--- config.mk ---
export PLATFORM = sky130hd
export DESIGN_NAME = fwd_hazard_unit
export DESIGN_NICKNAME = d
export VERILOG_FILES = /design/src/rtl/fwd_hazard_unit.sv
export SDC_FILE = /design/constraint.sdc
export NUM_CORES = 1
export LEC_CHECK = 0
export CORE_UTILIZATION = 45
export CTS_CLUSTER_DIAMETER = 150
export DETAILED_ROUTE_END_ITERATION = 7
export PLACE_DENSITY = 0.73
export SYNTH_ARGS = -nofsm -noshare
export SYNTH_HDL_FRONTEND = slang
export SYNTH_SLANG_ARGS = --single-unit
--- constraint.sdc ---
create_clock -name clk -period 4.42 [get_ports clk]
set_clock_uncertainty 0.1 [all_clocks]
set_input_delay 1.105 -clock clk [delete_from_list [all_inputs] [get_ports clk]]
set_output_delay 1.105 -clock clk [all_outputs]
set_load 0.03 [all_outputs]
--- src/rtl/fwd_hazard_unit.sv ---
`default_nettype none
// +------------------------------------------------------------------------+
// | fwd_hazard_unit - ID-stage forwarding select, stall and trap control   |
// | Rev 1.0                                                                |
// +------------------------------------------------------------------------+
module fwd_hazard_unit #(
  parameter int NSTAGE    = 3,
  parameter int AW        = 5,
  parameter int BEW       = 4,
  parameter int TRAP_HOLD = 1,
  localparam int SW       = $clog2(NSTAGE + 1)
) (
  input  logic                  clk,
  input  logic                  rst,
  input  logic                  i_rs_rd,
  input  logic                  i_rt_rd,
  input  logic [AW-1:0]         i_rs_addr,
  input  logic [AW-1:0]         i_rt_addr,
  input  logic [NSTAGE*AW-1:0]  i_st_waddr,
  input  logic [NSTAGE*BEW-1:0] i_st_wen,
  input  logic [NSTAGE-1:0]     i_st_load,
  input  logic                  i_lop_req,
  input  logic                  i_lop_busy,
  input  logic                  i_lop_issue,
  input  logic [AW-1:0]         i_lop_waddr,
  input  logic                  i_lop_done,
  input  logic [AW-1:0]         i_lop_done_addr,
  input  logic                  i_trap_in,
  input  logic                  i_cnt_clr,
  output logic [SW-1:0]         o_rs_src,
  output logic [SW-1:0]         o_rt_src,
  output logic                  o_stall,
  output logic                  o_pc_we,
  output logic                  o_ir_we,
  output logic                  o_trap_out,
  output logic [31:0]           o_stall_cnt
);

  localparam int HW = (TRAP_HOLD > 1) ? $clog2(TRAP_HOLD + 1) : 1;

  logic [NSTAGE-1:0] w_rs_match;
  logic [NSTAGE-1:0] w_rt_match;
  logic [SW-1:0]     w_rs_src;
  logic [SW-1:0]     w_rt_src;
  logic              w_rs_load;
  logic              w_rt_load;
  logic              w_sb_haz;
  logic              w_stall;
  logic              w_trap_out;

  logic [2**AW-1:0]  r_pend;
  logic [HW-1:0]     r_hold;
  logic [31:0]       r_stall_cnt;

  for (genvar i = 0; i < NSTAGE; i++) begin : g_match
    assign w_rs_match[i] = i_rs_rd & (i_rs_addr != '0) &
                           (i_st_waddr[i*AW +: AW] == i_rs_addr) & (|i_st_wen[i*BEW +: BEW]);
    assign w_rt_match[i] = i_rt_rd & (i_rt_addr != '0) &
                           (i_st_waddr[i*AW +: AW] == i_rt_addr) & (|i_st_wen[i*BEW +: BEW]);
  end

  // Scan oldest to youngest so the youngest match overrides; only its load flag counts.
  always_comb begin
    w_rs_src  = '0;
    w_rt_src  = '0;
    w_rs_load = 1'b0;
    w_rt_load = 1'b0;
    for (int i = NSTAGE - 1; i >= 0; i--) begin
      if (w_rs_match[i]) begin
        w_rs_src  = SW'(i + 1);
        w_rs_load = i_st_load[i];
      end
      if (w_rt_match[i]) begin
        w_rt_src  = SW'(i + 1);
        w_rt_load = i_st_load[i];
      end
    end
  end

  assign w_sb_haz   = (i_rs_rd & r_pend[i_rs_addr]) | (i_rt_rd & r_pend[i_rt_addr]);
  assign w_stall    = w_rs_load | w_rt_load | w_sb_haz | (i_lop_req & i_lop_busy);
  assign w_trap_out = i_trap_in & (r_hold == '0) & ~rst;

  // The issue write comes last so it wins over a same-cycle completion.
  always_ff @(posedge clk) begin
    if (rst) begin
      r_pend <= '0;
    end else begin
      if (i_lop_done)
        r_pend[i_lop_done_addr] <= 1'b0;
      if (i_lop_issue && (i_lop_waddr != '0))
        r_pend[i_lop_waddr] <= 1'b1;
    end
  end

  always_ff @(posedge clk) begin
    if (rst)
      r_hold <= '0;
    else if (w_trap_out)
      r_hold <= HW'(TRAP_HOLD);
    else if (r_hold != '0)
      r_hold <= r_hold - 1'b1;
  end

  always_ff @(posedge clk) begin
    if (rst || i_cnt_clr)
      r_stall_cnt <= '0;
    else if (w_stall && (r_stall_cnt != 32'hFFFF_FFFF))
      r_stall_cnt <= r_stall_cnt + 32'd1;
  end

  assign o_rs_src    = w_rs_src;
  assign o_rt_src    = w_rt_src;
  assign o_stall     = w_stall;
  assign o_pc_we     = ~w_stall;
  assign o_ir_we     = ~(w_stall | w_trap_out);
  assign o_trap_out  = w_trap_out;
  assign o_stall_cnt = r_stall_cnt;

endmodule
`default_nettype wire

==> results.toml, run 1 <==
[status]
status = "complete, but fails checks"
violations = "negative setup slack"

[routing]
wl_per_cell_um = 17.7
post-route-drc-count = 0
drt-initial-drc-count = 254
dr.pass1.iters = 5
wirelength_um = 13400
vias = 4639
via_per_inst = 6.13
ant_nets = 0

[clock_network]
cts_buffer_depth = 2
h-tree-depth = 3
cts_root_buf = "clkbuf_8"
worstSkewPairLatency_ns = 0.35
numCtsBuffers = 9
clock_sinks = 65
cts_hold_buf = 0
cts_tree = "yes"
path_clk_slew_ns = 0.07

[layout]
fillers = 735
diodes = 0
final_cell_mix = "70 x clkdlybuf4s50_1, 65 x a21oi_1, 65 x dfxtp_1, 57 x nand2_1, 47 x buf_4"
final-instance-count-excl-fill = 757
final_layout_size_suffix_gt1_share_pct = 19.0
register_area_sq_um = 1300
multi_input_area_sq_um = 2870
layout_commonest_cell = "clkdlybuf4s50_1"
nets = 705
syn_to_final_growth_pct = 39.3

[power_and_ir_drop]
total_power_mw = 1.33
power.leakage_nw = 2.00
irDropWorstVdd_uv = 155
power.density_nw_per_um2 = 226
netSwitchingPower_mw = 0.388
p_int_mw = 0.940
p_sw_share_pct = 29.2
p_clk_share_pct = 34.3
power_frac_seq_pct = 44.8
power_frac_comb_pct = 20.9

[critical_path]
cp_common_cell = "buf_6"
end_kind = "output port"
worstSetupPathType = "in2out"
critPathMaxFanout = 2
cp_slowest_cell = "clkdlybuf4s50_1"
critical_path_required_ns = 3.21
critPathLaunchType = "input port"
path_cells = "clkdlybuf4s50_1 > xor2_1 > nor4_2 > nand4_1 > nor4b_4 > a2111oi_4 > and3_4 > inv_4 > buf_6 > nor2_4 > buf_6"
slowest_delay_ns = 0.46
arrival_ns = 3.24

[synth]
syn_nets = 580
synthArstFlopShare_pct = 0
synth_edf_count = 0
yosysUniqueCellTypes = 56
ys_seq_elements = 65
ys.flop_type = "dfxtp_1"
syn_area_per_cell_sq_um = 8.13
ys_seq_area_share_pct = 30.9
netlist_area_sq_um = 4220
syn-instance-count = 519
yosysWarnings = 0

[worst_hold_path]
hold_path.class = "reg2reg"

[sta]
fmax_mhz = 225
setup_violations = 1
drv_slew = 0
post-route-min-period_ns = 4.44
relSlewSlack_pct = 28.4
worst_slack_ns = -0.0230
tightest_slew_ns = 1.07
fin_crit_sh_pct = 101
rsz0062_at_grt = "true"
hold_viol = 0

[grt]
grt_pass1_vias = 4346
grtUsageTotal_pct = 26.8
grt_antenna_before_repair = 0
grt_max_degree = 63
grt.overflow.total = 0
grt_pass1_wl_um = 20900

[run]
drv_cap = 0

[floorplan]
fp.dieH_um = 98.8
rows = 34
io_pins = 100
core-area_sq_um = 8890
start_util_pct = 47.4
die_w_um = 98.8
die_area_sq_um = 9760

[place]
gp_congestion = 0.934
port_buffers = 99
dp.cells = 730
hpwl_um = 9160
## cells in the mapped netlist, drive strengths merged, types with 2 or more instances
| master | count | area, sq um |
|---|---|---|
| a2111oi | 2 | 17.5 |
| a21oi | 65 | 325 |
| and2 | 4 | 25.0 |
| and3 | 13 | 81.3 |
| and4 | 3 | 26.3 |
| buf | 24 | 186 |
| clkbuf | 11 | 41.3 |
| dfxtp | 65 | 1300 |
| inv | 6 | 22.5 |
| mux2 | 3 | 33.8 |
| mux2i | 12 | 120 |
| mux4 | 10 | 229 |
| nand2 | 57 | 214 |
| nand2b | 3 | 18.8 |
| nand3 | 24 | 120 |
| nand3b | 6 | 45.0 |
| nand4 | 14 | 87.6 |
| nand4b | 2 | 17.5 |
| nor2 | 18 | 67.6 |
| nor3 | 4 | 20.0 |
| nor3b | 9 | 67.6 |
| nor4 | 7 | 50.1 |
| o211ai | 2 | 15.0 |
| o21ai | 50 | 250 |
| o221ai | 3 | 26.3 |
| o22ai | 3 | 18.8 |
| o31ai | 11 | 82.6 |
| o41ai | 4 | 42.6 |
| or2 | 4 | 25.0 |
| or3 | 20 | 125 |
| or3b | 2 | 17.5 |
| or4 | 17 | 128 |
| xnor2 | 16 | 140 |
| xor2 | 14 | 123 |
## routing by layer
| metal | vias to the layer above | GRT usage, % | wire [um] |
|---|---|---|---|
| li1 | 2199 | - | - |
| met1 | 2191 | 32.8 | 5440 |
| met2 | 214 | 47.3 | 6760 |
| met3 | 35 | 4.96 | 912 |
| met4 | 0 | 8.73 | 266 |
| met5 | - | 0 | 0 |
## state kept, by name, indices dropped and copies added, names as in the netlist
| signal | cells |
|---|---|
| r_hold | 1 |
| o_stall_cnt | 32 |
| r_pend | 32 |
## cell type report
type	instances	area share, %
clock buffer	11	2.41
clock inverter	5	0.532
inverter	6	0.426
multi-input combinational	413	48.8
sequential	65	22.2
tap	108	2.30
timing repair buffer	149	23.3
## power groups by stage
| stage | sequential [mW] | clock [mW] | combinational [mW] |
|---|---|---|---|
| 6_report | 0.595 | 0.456 | 0.277 |
| 5_1_grt | 0.596 | 0.481 | 0.294 |
| 4_1_cts | 0.595 | 0.458 | 0.264 |
| 3_5_place_dp | 0.608 | 0 | 0.248 |
| 3_3_place_gp | 0.608 | 0 | 0.245 |
| 2_1_floorplan | 0.608 | 0 | 0.140 |
## path summary, 6_finish.rpt
kind                      to  slack [ns]  cells after the start           start
max                  o_ir_we       -0.02                     11  i_st_waddr[13]
min                   r_hold        0.32                      1          r_hold
max reg2reg  o_stall_cnt[21]        1.49                      8  o_stall_cnt[4]
min reg2reg           r_hold        0.32                      1          r_hold
## per-stage QoR
step | utilization [%] | area [sq um] | setup TNS, ns | hold WS, ns | setup slack (ns)
final | 66.1 | 5870 | -0.0230 | 0.320 | -0.0230
after detailed placement | 60.7 | 5400 | -1.39 | 0.316 | -0.644
after global routing | 66.1 | 5870 | -0.126 | 0.351 | -0.0856
after global placement | 60.7 | 5400 | -1.29 | 0.309 | -0.614
after floorplan | - | 4230 | 0 | 0.299 | 0.0707
after CTS | 64.8 | 5760 | 0 | 0.326 | 0.00315
## worst max-delay path: cells and delay by family
kind,cells,cell delay (ns)
compound gates,1,0.06
xor+xnor,1,0.17
buf+inv,4,0.76
simple gates,5,1.13
## kinds of logic after synthesis
kind of cell,count (synthesis),synth area share [%]
AND/OR/NAND/NOR,212,28.1
AO/OA/AOI/OAI,145,19.5
flip-flops,65,30.9
buffers and inverters,41,5.93
XOR/XNOR,30,6.23
multiplexers,25,9.08
adder cells (fa/ha/maj),1,0.297
## what timing repair did
item                       4_1_cts  5_1_grt
setup endpoints to repair        3        3
gates cloned                     0        0
setup buffers                    8        3
gates resized for setup         64       28
pin swaps                       19       15
(Power assumes the default switching activity.)
==> inputs of run 2 (changes only) <==
Settings changed: PLACE_DENSITY 0.73 to 0.72, REMOVE_ABC_BUFFERS set to 1.
==> run 2 against run 1 <==
- the flow still finishes with violations (negative setup slack)
- clock-buffer cell count did not move
- first-iteration DRC count grew 69%
- sequential power is essentially flat
- register-to-register slack worse by 0.13 ns
- total power grew 12%
- fmax increased by 0.11%
- routed wire length grew 17%
- global-route usage is 3.5 points higher
- flip-flop and latch count unchanged
- die area did not move
==> results.toml, run 2 (same netlist as run 1, synthesis figures left out) <==
[floorplan]
start_util_pct = 47.4
io_pins = 100
die_area_sq_um = 9760
fp.dieH_um = 98.8
core-area_sq_um = 8890
die_w_um = 98.8
rows = 34

[layout]
syn_to_final_growth_pct = 46.1
diodes = 0
final_cell_mix = "71 x buf_4, 65 x dfxtp_1, 63 x a21oi_1, 60 x clkdlybuf4s50_1, 57 x nand2_1"
layout_commonest_cell = "buf_4"
fillers = 691
final_layout_size_suffix_gt1_share_pct = 22.5
nets = 732

[power_and_ir_drop]
p_int_mw = 1.09
p_clk_share_pct = 38.9
power.density_nw_per_um2 = 241
power_frac_comb_pct = 21.1
p_sw_share_pct = 26.9
netSwitchingPower_mw = 0.401
power_frac_seq_pct = 40.0
power.leakage_nw = 2.22
irDropWorstVdd_uv = 188

[sta]
setup_violations = 1
drv_slew = 0
fin_crit_sh_pct = 100
tightest_slew_ns = 1.03
rsz0062_at_grt = "true"
worst_slack_ns = -0.0180
fmax_mhz = 225
relSlewSlack_pct = 31.5
post-route-min-period_ns = 4.44
tns_ns = -0.0180
hold_viol = 0

[routing]
vias = 4996
wirelength_um = 15600
post-route-drc-count = 0
wl_per_cell_um = 19.9
drt-initial-drc-count = 428
ant_nets = 0
via_per_inst = 6.37
dr.pass1.iters = 5

[critical_path]
critPathLaunchType = "input port"
critPathMaxFanout = 5
r2r_slack_ns = 1.36
critical_path_required_ns = 3.21
worstSetupPathType = "in2out"
end_kind = "output port"
arrival_ns = 3.23

[grt]
grt_max_degree = 63
grt_pass1_wl_um = 23500
grtUsageTotal_pct = 30.2
grt.overflow.total = 0
grt_antenna_before_repair = 0
grt_pass1_vias = 4662

[clock_network]
cts_tree = "yes"
cts_buffer_depth = 2
cts_hold_buf = 0
path_clk_slew_ns = 0.07
worstSkewPairLatency_ns = 0.34
h-tree-depth = 3
clock_sinks = 65
cts_root_buf = "clkbuf_8"
numCtsBuffers = 9

[status]
violations = "negative setup slack"
status = "complete, but fails checks"

[place]
gp_congestion = 0.895
place_ws_ns = -0.759
hpwl_um = 9820
port_buffers = 99

[run]
drv_cap = 0

[worst_hold_path]
hold_path.class = "reg2reg"
-- run 2: final cells by class --
cell class / instances / area (sq um) / area share [%]
multi-input cells: 413 / 2850 / 46.3
repair buffers: 176 / 1620 / 26.3
flip-flops and latches: 65 / 1300 / 21.1
clock buffers: 11 / 151 / 2.46
well taps: 108 / 135 / 2.19
clock inverters: 5 / 77.6 / 1.26
inverters: 6 / 25.0 / 0.406
-- run 2: metal layers --
metal | wire (um) | vias to the layer above | GRT usage [%]
met5 | 0 | - | 0
met4 | 599 | 0 | 11.8
met3 | 1220 | 68 | 5.46
met2 | 7540 | 294 | 50.2
met1 | 6230 | 2382 | 39.0
li1 | - | 2252 | -
-- run 2: worst paths after layout --
check / startpoint / end / cells after the start
worst max register to register: r_pend[15] / o_stall_cnt[4] / 9
worst min-delay path: r_hold / r_hold / 1
worst min register to register: r_hold / r_hold / 1
worst max-delay path: i_rt_addr[2] / o_ir_we / 14
-- run 2: per-stage QoR --
step | std cells | cell area, sq um | power, mW | hold slack [ns] | util [%]
after floorplan | 484 | 3990 | 0.705 | 0.296 | -
after global placement | 739 | 5470 | 0.862 | 0.305 | 61.6
after detailed placement | 739 | 5470 | 0.866 | 0.312 | 61.6
after CTS | 778 | 5980 | 1.46 | 0.322 | 67.3
after global routing | 784 | 6160 | 1.54 | 0.343 | 69.3
final | 784 | 6160 | 1.49 | 0.321 | 69.3
-- run 2: repair_timing --
item,in CTS,in global routing
gates cloned,2,0
endpoints found under the setup margin,3,5
resized for setup,71,40
buffers inserted,21,6
pin swaps,21,15
-- run 2: power by group through the flow --
stage	combinational [mW]	sequential (mW)	clock, mW
floorplan	0.0972	0.608	0
global placement	0.254	0.608	0
detailed placement	0.258	0.608	0
CTS	0.283	0.595	0.584
global route	0.329	0.595	0.614
finish	0.314	0.595	0.579
-- run 2: critical path, stage by stage --
cell and delay [ns]:
buf_2 0.13, buf_6 0.13, buf_4 0.16, xor2_1 0.15, nor4_1 0.40, nand3_1 0.22
buf_4 0.19, buf_4 0.13, nand2_1 0.05, and3_4 0.20, inv_4 0.05, buf_6 0.12
nor2_4 0.07, buf_6 0.13
==> inputs of run 3 (changes only) <==
Settings changed: CAP_MARGIN set to 15, CTS_CLUSTER_SIZE set to 10.
==> results of run 3 <==
No change in the layout: final DEF, timing and power equal those of run 2.
